[config.mk]
export PLATFORM = sky130hd
export DESIGN_NAME = adder_accumulator_flat
export DESIGN_NICKNAME = d
export VERILOG_FILES = /design/src/rtl/adder_accumulator_if.sv /design/src/rtl/adder_accumulator.sv /design/src/flat_wrapper.sv
export SDC_FILE = /design/constraint.sdc
export NUM_CORES = 1
export LEC_CHECK = 0
export ABC_CLOCK_PERIOD_IN_PS = 2000
export CORE_MARGIN = 5
export CORE_UTILIZATION = 43
export CTS_CLUSTER_SIZE = 40
export DETAILED_ROUTE_END_ITERATION = 16
export GPL_ROUTABILITY_DRIVEN = 0
export PLACE_DENSITY = 0.77
export SYNTH_ARGS = -nofsm -noshare
export SYNTH_HDL_FRONTEND = slang
export SYNTH_SLANG_ARGS = --single-unit
[constraint.sdc]
create_clock -name clk -period 2 [get_ports clk]
set_input_delay 0.3 -clock clk [delete_from_list [all_inputs] [get_ports clk]]
set_output_delay 0.3 -clock clk [all_outputs]
set_load 0.03 [all_outputs]
[src/rtl/adder_accumulator_if.sv]
// ----------------------------------------------------------------------------
// adder_accumulator_if
//
// Bundles every non-clock signal of the adder accumulator:
//   - operand stream    : in_valid / in_ready / in_data
//   - adder connection  : add_a / add_b / add_cin out, add_s / add_co back
//   - result stream     : out_valid / out_ready / out_sum / out_ovf
//
// Modports
//   slave  : the accumulator block (accepts operands, drives the adder,
//            offers results).
//   master : the environment around it (operand source, the adder itself
//            and the result consumer).
// ----------------------------------------------------------------------------
interface adder_accumulator_if #(
    parameter int WIDTH = 4
);
    // Operand stream
    logic             in_valid;
    logic             in_ready;
    logic [WIDTH-1:0] in_data;

    // Combinational ripple adder hookup
    logic [WIDTH-1:0] add_a;
    logic [WIDTH-1:0] add_b;
    logic             add_cin;
    logic [WIDTH-1:0] add_s;
    logic             add_co;

    // Result stream
    logic             out_valid;
    logic             out_ready;
    logic [WIDTH-1:0] out_sum;
    logic             out_ovf;

    modport slave (
        input  in_valid,
        output in_ready,
        input  in_data,
        output add_a,
        output add_b,
        output add_cin,
        input  add_s,
        input  add_co,
        output out_valid,
        input  out_ready,
        output out_sum,
        output out_ovf
    );

    modport master (
        output in_valid,
        input  in_ready,
        output in_data,
        input  add_a,
        input  add_b,
        input  add_cin,
        output add_s,
        output add_co,
        input  out_valid,
        output out_ready,
        input  out_sum,
        input  out_ovf
    );
endinterface : adder_accumulator_if

[src/rtl/adder_accumulator.sv]
// ----------------------------------------------------------------------------
// adder_accumulator
//
// Sequential wrapper around an external combinational WIDTH-bit ripple adder.
// Operands arrive on a valid/ready stream; each accepted operand is added to
// the running accumulator by the external adder (A = acc, B = in_data,
// Cin = 0) and the adder's S/Co are captured on the accepting edge. After
// COUNT operands the sum (modulo 2^WIDTH) and a sticky overflow flag are
// offered on a valid/ready result stream.
//
// Parameters
//   WIDTH : operand / sum width, must match the adder width.
//   COUNT : operands per result, legal range 1..15.
//
// Ports
//   clk  : rising-edge clock.
//   rst  : asynchronous, active-high reset; discards any partial group.
//   bus  : adder_accumulator_if.slave
//            in_valid/in_ready/in_data       operand stream in
//            add_a/add_b/add_cin             to the adder
//            add_s/add_co                    from the adder
//            out_valid/out_ready             result handshake
//            out_sum/out_ovf                 result, zero while out_valid=0
// ----------------------------------------------------------------------------
module adder_accumulator #(
    parameter int WIDTH = 4,
    parameter int COUNT = 4
) (
    input  logic               clk,
    input  logic               rst,
    adder_accumulator_if.slave bus
);

    // cnt must be able to hold COUNT itself: it reaches COUNT on the final
    // accepting edge and is only cleared on the result handoff.
    localparam int            CW   = $clog2(COUNT + 1);
    localparam logic [CW-1:0] LAST = CW'(COUNT - 1);

    typedef enum logic [1:0] {
        IDLE,
        ACCUM,
        DONE
    } state_t;

    state_t           state;
    logic [WIDTH-1:0] acc;
    logic             ovf;
    logic [CW-1:0]    cnt;

    // Registered handshake / result outputs.
    logic             in_ready_q;
    logic             out_valid_q;
    logic [WIDTH-1:0] out_sum_q;
    logic             out_ovf_q;

    logic             accept;
    logic             ovf_next;

    // in_ready_q is low exactly in DONE, so no operand is taken while a
    // result is pending, including the handoff cycle itself.
    assign accept   = bus.in_valid && in_ready_q;
    assign ovf_next = ovf | bus.add_co;

    // Adder drive: acc + in_data with no carry in. add_b is a direct
    // pass-through so the adder sees the operand in the same cycle it is
    // offered, and add_s is valid by the accepting edge.
    assign bus.add_a   = acc;
    assign bus.add_b   = bus.in_data;
    assign bus.add_cin = 1'b0;

    assign bus.in_ready  = in_ready_q;
    assign bus.out_valid = out_valid_q;
    assign bus.out_sum   = out_sum_q;
    assign bus.out_ovf   = out_ovf_q;

    // Single-process FSM: state, datapath registers and the registered
    // outputs all move together so out_* can never disagree with state.
    always_ff @(posedge clk or posedge rst) begin
        if (rst) begin
            // NOTE: non-blocking assignments throughout so every register
            // samples pre-edge values regardless of statement order.
            state       <= IDLE;
            acc         <= '0;
            ovf         <= 1'b0;
            cnt         <= '0;
            in_ready_q  <= 1'b1;
            out_valid_q <= 1'b0;
            out_sum_q   <= '0;
            out_ovf_q   <= 1'b0;
        end else begin
            case (state)
                IDLE, ACCUM: begin
                    if (accept) begin
                        acc <= bus.add_s;
                        ovf <= ovf_next;
                        cnt <= cnt + CW'(1);
                        // With COUNT=1, LAST is 0 and the first beat out of
                        // IDLE already completes the group.
                        if (cnt == LAST) begin
                            state       <= DONE;
                            in_ready_q  <= 1'b0;
                            out_valid_q <= 1'b1;
                            out_sum_q   <= bus.add_s;
                            out_ovf_q   <= ovf_next;
                        end else begin
                            state <= ACCUM;
                        end
                    end
                end

                DONE: begin
                    // Result held stable until the consumer takes it; the
                    // datapath is cleared on the same edge as the handoff.
                    if (bus.out_ready) begin
                        state       <= IDLE;
                        acc         <= '0;
                        ovf         <= 1'b0;
                        cnt         <= '0;
                        in_ready_q  <= 1'b1;
                        out_valid_q <= 1'b0;
                        out_sum_q   <= '0;
                        out_ovf_q   <= 1'b0;
                    end
                end

                default: begin
                    state       <= IDLE;
                    acc         <= '0;
                    ovf         <= 1'b0;
                    cnt         <= '0;
                    in_ready_q  <= 1'b1;
                    out_valid_q <= 1'b0;
                    out_sum_q   <= '0;
                    out_ovf_q   <= 1'b0;
                end
            endcase
        end
    end

endmodule : adder_accumulator

[src/flat_wrapper.sv]
// flat-port wrapper written by rule: the top's interface ports become plain ports
module adder_accumulator_flat 
#(
    parameter int WIDTH = 4,
    parameter int COUNT = 4
)
  (clk, rst, bus_in_valid, bus_in_ready, bus_in_data, bus_add_a, bus_add_b, bus_add_cin, bus_add_s, bus_add_co, bus_out_valid, bus_out_ready, bus_out_sum, bus_out_ovf);
  adder_accumulator_if #(.WIDTH(WIDTH)) bus_i ();
  input  logic clk;
  input  logic rst;
  input wire logic [$bits(bus_i.in_valid)-1:0] bus_in_valid;
  output wire logic [$bits(bus_i.in_ready)-1:0] bus_in_ready;
  input wire logic [$bits(bus_i.in_data)-1:0] bus_in_data;
  output wire logic [$bits(bus_i.add_a)-1:0] bus_add_a;
  output wire logic [$bits(bus_i.add_b)-1:0] bus_add_b;
  output wire logic [$bits(bus_i.add_cin)-1:0] bus_add_cin;
  input wire logic [$bits(bus_i.add_s)-1:0] bus_add_s;
  input wire logic [$bits(bus_i.add_co)-1:0] bus_add_co;
  output wire logic [$bits(bus_i.out_valid)-1:0] bus_out_valid;
  input wire logic [$bits(bus_i.out_ready)-1:0] bus_out_ready;
  output wire logic [$bits(bus_i.out_sum)-1:0] bus_out_sum;
  output wire logic [$bits(bus_i.out_ovf)-1:0] bus_out_ovf;
  assign bus_i.in_valid = bus_in_valid;
  assign bus_in_ready = bus_i.in_ready;
  assign bus_i.in_data = bus_in_data;
  assign bus_add_a = bus_i.add_a;
  assign bus_add_b = bus_i.add_b;
  assign bus_add_cin = bus_i.add_cin;
  assign bus_i.add_s = bus_add_s;
  assign bus_i.add_co = bus_add_co;
  assign bus_out_valid = bus_i.out_valid;
  assign bus_i.out_ready = bus_out_ready;
  assign bus_out_sum = bus_i.out_sum;
  assign bus_out_ovf = bus_i.out_ovf;
  adder_accumulator #(.WIDTH(WIDTH), .COUNT(COUNT)) u_core (.clk(clk), .rst(rst), .bus(bus_i));
endmodule
# Word-level counts from Yosys, hierarchy flattened
# Index checks and enable logic that the tools add are counted.
# totals
word_cells	47
inputBits	13
register_bits	17
output_inout_bits	16
# classes
n_reduce_logical	5
bitwise_logic	1
eq_ne	6
addsub	1
n_mux	26
# ops
cell	n
4-bit two-way mux	4
4-bit case mux with 2 select lines	2
1-bit two-way mux	9
1-bit case mux with 2 select lines	4
2-bit two-way mux	3
3-bit two-way mux	2
3-bit case mux with 2 select lines	1
2-bit by 1-bit != test with 1-bit output, second input constant	2
2-bit case mux with 2 select lines	1
3-bit by 1-bit adder with 3-bit output, second input constant	1
3-bit by 2-bit == test with 1-bit output, second input constant	1
3-bit AND reduction	1
2-bit by 1-bit == test with 1-bit output, second input constant	1
2-bit == test, second input constant	1
2-bit logical NOT	1
2-bit != test, second input constant	1
2-bit AND reduction	1
2-bit OR reduction	1
1-bit logical AND	1
1-bit OR	1

# Longest topological paths before layout
# Gate-level depths: netlist of run 1.
# depth
word_depth	4
ltp_mapped	6
ltp_nobuf	5

# Worst setup path before layout of run 1
# OpenSTA, ideal clock, no wires.
# synth_timing
kind	reg-to-reg
start	register u_core.cnt[0]
end	register u_core.out_sum_q[0] (netlist: u_core.bus.out_sum[0])
arrival_ps	1304
slack_ps	575
setup_time_ps	121
path_stages_with_launch	6
required_ps	1879
synth_period_minus_slack_ps	1425
n_path_buf	1
path_cell_list	dfrtp_1 -> ha_1 -> ha_1 -> and4b_1 -> buf_6 -> a22o_1
# synth_between
elab_chain_len	3
# synth_lines
element	line_no	rtl
start, declared	adder_accumulator.sv:48	logic [CW-1:0] cnt;
start signal, assigned	adder_accumulator.sv:96	cnt <= cnt + CW'(1);
3-bit by 2-bit == test with 1-bit output	adder_accumulator.sv:99	if (cnt == LAST) begin
2-bit by 1-bit != test with 1-bit output (no source line)	-	
3-bit AND reduction (no source line)	-	
end signal, assigned	adder_accumulator.sv:103	out_sum_q <= bus.add_s;
end, declared	adder_accumulator.sv:53	logic [WIDTH-1:0] out_sum_q;
# No other way between the ends.
# A chain may end at the register's enable or synchronous reset.

# Final worst setup path of run 1
# layout_timing
start	register u_core.in_ready_q (netlist: u_core.bus.in_ready)
end	output bus_in_ready
# layout_lines
element	line_no	rtl
start, declared	adder_accumulator.sv:51	logic in_ready_q;
start signal, assigned	adder_accumulator.sv:86	in_ready_q <= 1'b1;
start signal, assigned	adder_accumulator.sv:101	in_ready_q <= 1'b0;
start signal, assigned	adder_accumulator.sv:119	in_ready_q <= 1'b1;
end, declared	flat_wrapper.sv:12	output wire logic [$bits(bus_i.in_ready)-1:0] bus_in_ready;
# No word-level cell between the ends.

==> metrics.yaml, run 1 <==
outcome:
  status: "complete, no violations"
worst_setup_path:
  cp_slowest_cell: "clkdlybuf4s50_1"
  crit_type: "register to output port"
  required_ns: 1.70
  slowest_delay_ns: 0.69
  crit_arrival_ns: 1.58
  crit_fanout: 8
  crit_path_start_kind: "register"
  cp_num_buf_inv: 1
  worstPathCellList: "clkdlybuf4s50_1"
  path_delay_family: "buffers and inverters"
  worst_setup_path_end_kind: "output port"
clocking:
  clock_path_buffers: 2
  cts_setup_buffers: 0
  clk_latency_ns: 0.29
  cts_resized: 0
  htreeDepth: 1
  clk_pin_slew_ns: 0.10
  cts_sinks: 17
  ctsRootBufferMaster: "clkbuf_4"
  cts-hold-fix-buffers: 0
  cts-buffers-inserted: 3
  cts_tree: "yes"
yosys:
  async_reset_ff_share_pct: 100
  synth_top_area_share_pct: 48.8
  ys_top_cells_by_area: "dfrtp_1 49%, nand3_1 5.5%, buf_4 5.5%"
  synth_ff_type: "dfrtp_1"
  synth_seq_cells: 17
  synth_top_cell_by_area: "dfrtp_1"
  synth_cell_types: 28
  yosysSeqAreaShare_pct: 52.0
  syn-instance-count: 74
  synth_edf_count: 0
  syn-cell-area_sq_um: 821
  syn_nets: 89
  yosysMostFrequentCell: "dfrtp_1"
  synth_area_per_cell_sq_um: 11.1
  ys_top_cells_by_count: "16 x dfrtp_1, 9 x nand3_1, 8 x inv_1, 6 x buf_4"
  ys_warn_count: 0
grt:
  track_usage_pct: 13.3
  grt-ovfl-total: 0
  grt_pass1_vias: 599
  met3_usage_pct: 5.82
  antenna_found_initial: 0
  grt_max_degree: 18
  use_met2_pct: 19.4
  busiest_layer: "met2"
  grt_pass1_wl_mm: 2.74
  grt_use_met1_pct: 17.4
route:
  wl_per_cell_um: 13.6
  drt_first_pass_iters: 4
  vias: 585
  first_iter_violations: 22
  via_per_inst: 5.04
  drc: 0
  ant_nets: 0
  wirelength_mm: 1.58
sta:
  relSlewSlack_pct: 57.2
  setup_slack_ns: 0.122
  fin_skew_ns: 0.00711
  final-hold-violation-count: 0
  max_slew.worst_pin.slew_ns: 0.641
  post-route-min-period_ns: 1.88
  rsz0062_at_grt: "no"
  finalSetupViolCount: 0
  finalCritPeriodShare_pct: 93.9
  maxClockFrequency_mhz: 532
  drv_slew: 0
  setup-tns-final_ns: 0
floorplanning:
  fp.dieW_um: 53.7
  fp.dieArea_sq_um: 2880
  ios: 29
  start_util_pct: 46.5
  core_area_sq_um: 1760
  fp.dieH_um: 53.7
  num_rows: 15
placed_design:
  preCtsSetupSlack_ns: 0.248
  dpl-instance-area_sq_um: 996
  port_buffers: 19
  hpwl_mm: 1.16
  dp_cells: 112
layout:
  antenna_cells_inserted: 0
  instances_no_fill: 116
  syn_to_final_growth_pct: 24.5
  drive_gt1_share_pct: 13.2
  stdcell_area_sq_um: 1020
  nNetsFinal: 107
pwr:
  power_density_nw_per_um2: 543
  max-vdd-ir-drop_v: 0.000413
  power.leakage_uw: 0.000477
job:
  maxCapViolCount: 0
min_path:
  hp-class: "primary input to async pin"
layout make-up:
class                           count  area, sq um
Sequential cell                    17          427
Tap cell                           25         31.3
Clock buffer                        4         26.3
Timing Repair Buffer               21          205
Fill cell                         166          742
Multi-Input combinational cell     41          303
Inverter                            8         30.0
cells by family after synthesis:
group / synth area share (%)
AOI/OAI and AO/OA: 20.0
and+or+nand+nor: 12.2
DFF: 52.0
buffers and inverters: 11.1
adders and majority gates: 3.05
muxes: 1.22
other: 0.457
routing by layer:
| metal | share of wire [%] | vias to the layer above | wire length [um] |
|---|---|---|---|
| met5 | 0 | - | 0 |
| met4 | 0.13 | 0 | 2 |
| met3 | 8.0 | 2 | 126 |
| met2 | 44 | 18 | 691 |
| met1 | 48 | 275 | 755 |
| li1 | - | 290 | - |
power by group:
part	total [uW]	internal [uW]	switching [uW]
Sequential	344	344	0
Combinational	31.1	14.7	16.4
Clock	181	77.4	103
registers in the layout (all words and copies together) (netlist names):
name and cells:
u_core.bus.out_ovf 1, u_core.cnt 3, u_core.bus.out_sum 4, u_core.bus.out_valid 1, u_core.state 2, u_core.bus.add_a 4, u_core.ovf 1, u_core.bus.in_ready 1
worst paths after layout:
path                                      from                    end  slack, ns  depth (start not counted)
min in group clk           u_core.bus.add_a[0]    u_core.bus.add_a[0]       0.51                          2
min                                        rst  u_core.bus.out_sum[0]       0.38                          2
min reg2reg                u_core.bus.add_a[0]    u_core.bus.add_a[0]       0.51                          2
max reg2reg                      u_core.cnt[0]  u_core.bus.out_sum[3]       0.41                          5
max in group asynchronous                  rst    u_core.bus.add_a[1]       1.20                          2
max                        u_core.bus.in_ready           bus_in_ready       0.12                          1
cell usage in the layout, fill, tap and decap left out, drive strengths merged:
| master | synthesis | layout |
|---|---|---|
| a211oi | 1 | 1 |
| a21o | 2 | 2 |
| a21oi | 2 | 2 |
| a22o | 3 | 3 |
| a311oi | 1 | 1 |
| and4b | 1 | 1 |
| buf | 8 | 2 |
| clkbuf | 0 | 4 |
| clkdlybuf4s50 | 0 | 19 |
| conb | 1 | 1 |
| dfrtp | 16 | 16 |
| dfstp | 1 | 1 |
| ha | 2 | 2 |
| inv | 8 | 8 |
| mux2i | 1 | 1 |
| nand2 | 1 | 1 |
| nand3 | 9 | 9 |
| nand3b | 1 | 1 |
| nand4b | 1 | 1 |
| nor2 | 4 | 4 |
| o21a | 1 | 1 |
| o21ai | 3 | 3 |
| o22a | 1 | 1 |
| o31ai | 6 | 6 |
stage by stage:
| stage | util (%) | power (uW) | hold WS [ns] |
|---|---|---|---|
| 3_5_place_dp | 56.5 | 382 | 0.479 |
| 5_1_grt | 57.9 | 586 | 0.450 |
| 2_1_floorplan | - | 377 | 0.225 |
| 3_3_place_gp | 56.5 | 382 | 0.481 |
| 4_1_cts | 57.9 | 563 | 0.405 |
| 6_report | 57.9 | 556 | 0.382 |
(Power assumes the default switching activity.)
==> run 2, diff against run 1 <==
--- a/config.mk
+++ b/config.mk
@@ -12,6 +12,7 @@
 export DETAILED_ROUTE_END_ITERATION = 16
 export GPL_ROUTABILITY_DRIVEN = 0
 export PLACE_DENSITY = 0.77
+export SLEW_MARGIN = 20
 export SYNTH_ARGS = -nofsm -noshare
 export SYNTH_HDL_FRONTEND = slang
 export SYNTH_SLANG_ARGS = --single-unit
==> results of run 2 <==
Final layout, timing and power as in run 1 (identical DEF).
==> run 3, diff against run 2 <==
--- a/config.mk
+++ b/config.mk
@@ -6,12 +6,13 @@
 export NUM_CORES = 1
 export LEC_CHECK = 0
 export ABC_CLOCK_PERIOD_IN_PS = 2000
+export CAP_MARGIN = 30
 export CORE_MARGIN = 5
 export CORE_UTILIZATION = 43
 export CTS_CLUSTER_SIZE = 40
 export DETAILED_ROUTE_END_ITERATION = 16
 export GPL_ROUTABILITY_DRIVEN = 0
-export PLACE_DENSITY = 0.77
+export PLACE_DENSITY = 0.81
 export SLEW_MARGIN = 20
 export SYNTH_ARGS = -nofsm -noshare
 export SYNTH_HDL_FRONTEND = slang
==> metrics.yaml, run 3 (synthesis gave the netlist of run 1 again) <==
sta:
  setup-tns-final_ns: 0  # unchanged
  max_slew.worst_pin.slew_ns: 0.652  # +0.0110 ns
  relSlewSlack_pct: 56.5  # -0.73 points
  final-hold-violation-count: 0  # unchanged
  drv_slew: 0  # unchanged
  finalCritPeriodShare_pct: 94.3  # +0.40 points
  rsz0062_at_grt: "no"
  fin_skew_ns: 0.00599  # -0.00112 ns
  whs_ns: 0.376  # -0.00640 ns
  maxClockFrequency_mhz: 530  # -0.42%
  post-route-min-period_ns: 1.89  # +0.00801 ns
  finalSetupViolCount: 0  # unchanged
worst_setup_path:
  cp_slowest_cell: "clkdlybuf4s50_1"
  crit_fanout: 8  # unchanged
  worst-r2r-cell-count: 5  # unchanged
  crit_arrival_ns: 1.59  # about the same
  cp_num_buf_inv: 1  # unchanged
  crit_path_start_kind: "register"
  path_delay_family: "buffers and inverters"
  worst_setup_path_end_kind: "output port"
  required_ns: 1.70  # about the same
  r2r_end: "u_core.bus.out_sum[1]"
  rrSetupSlack_ns: 0.40  # about the same
  crit_type: "register to output port"
  r2r_start: "u_core.cnt[0]"
  slowest_delay_ns: 0.69  # about the same
  startpoint: "u_core.bus.in_ready"
  worstPathCellList: "clkdlybuf4s50_1"
layout:
  syn_to_final_growth_pct: 23.8
  drive_gt1_share_pct: 13.3  # +0.15 points
  nFillCells: 165  # -0.60%
  nNetsFinal: 106  # -0.93%
  multi_input_area_sq_um: 303  # unchanged
  final_cell_mix: "19 x clkdlybuf4s50_1, 16 x dfrtp_1, 9 x nand3_1, 8 x inv_1"
  register_area_sq_um: 427  # unchanged
  antenna_cells_inserted: 0  # unchanged
  final_common_cell: "clkdlybuf4s50_1"
floorplanning:
  start_util_pct: 46.5  # unchanged
  fp.dieW_um: 53.7  # unchanged
  num_rows: 15  # unchanged
  ios: 29  # unchanged
  fp.dieArea_sq_um: 2880  # unchanged
  fp.dieH_um: 53.7  # unchanged
  core_area_sq_um: 1760  # unchanged
clocking:
  ctsRootBufferMaster: "clkbuf_4"
  cts_resized: 0  # unchanged
  cts_setup_buffers: 0  # unchanged
  cts_sinks: 17  # unchanged
  clock_path_buffers: 2  # unchanged
  cts-buffers-inserted: 3  # unchanged
  clk_latency_ns: 0.30  # about the same
  cts_tree: "yes"
  clk_pin_slew_ns: 0.10  # about the same
  cts-hold-fix-buffers: 0  # unchanged
  htreeDepth: 1  # unchanged
outcome:
  status: "complete, no violations"
grt:
  grt_max_degree: 18  # unchanged
  met3_usage_pct: 5.82  # unchanged
  use_met2_pct: 22.4  # +3.0 points
  antenna_found_initial: 0  # unchanged
  track_usage_pct: 13.2  # -0.058 points
  grt_pass1_vias: 596  # -0.50%
  grt-ovfl-total: 0  # unchanged
  busiest_layer: "met2"
  grt_pass1_wl_mm: 2.62  # -4.3%
  grt_use_met1_pct: 14.3  # -3.1 points
pwr:
  power.leakage_uw: 0.000476  # -0.30%
  max-vdd-ir-drop_v: 0.000337  # -18%
  power_density_nw_per_um2: 555  # +2.2%
route:
  first_iter_violations: 25  # +14%
  drc: 0  # unchanged
  ant_nets: 0  # unchanged
  vias: 591  # +1.0%
  wirelength_mm: 1.64  # +4.1%
  via_per_inst: 5.14  # +1.9%
  drt_first_pass_iters: 4  # unchanged
  wl_per_cell_um: 14.3  # +5.0%
min_path:
  hp-class: "primary input to async pin"
job:
  maxCapViolCount: 0  # unchanged
placed_design:
  port_buffers: 19  # unchanged
  hpwl_mm: 1.22  # +4.4%
-- run 3: cell types whose count changed in the layout (fill, tap and decap cells not counted) --
cell      before  now
clkinv_2       0    1
buf_4          2    1
clkbuf_1       1    0
-- run 3: metrics by stage --
stage	util, %	setup WS, ns	instances	total power, uW	area [sq um]
floorplan	-	0.575	74	377	821
global placement	56.0	0.326	111	382	988
detailed placement	56.0	0.283	111	382	988
CTS	57.6	0.106	115	573	1020
global route	57.6	0.0596	115	593	1020
finish	57.6	0.114	115	564	1020
-- run 3: worst max path at each step --
stage               cells past startpoint                     to
detailed placement                      4  u_core.bus.out_sum[0]
finish                                  1           bus_in_ready
global route                            1           bus_in_ready
floorplan                               5  u_core.bus.out_sum[0]
global placement                        4  u_core.bus.out_sum[3]
CTS                                     1           bus_in_ready
-- run 3: layer usage --
layer  wire length [um]  vias to the layer above
met2                815                       16
met4                 31                        0
li1                   -                      290
met3                 95                        4
met1                699                      281
met5                  0                        -
-- run 3: report_power, final --
part / switching (uW) / internal [uW] / leakage, uW
logic: 16.7 / 14.7 / 0.000229
registers: 0 / 344 / 0.000229
clock network: 114 / 74.6 / 0.0000177
-- run 3: final cells by class --
type	instances	share of cell area, %
tap	25	3.08
timing repair buffer	20	19.5
clock buffer	3	2.22
multi-input combinational	41	29.8
inverter	8	2.96
clock inverter	1	0.493
sequential	17	42.0
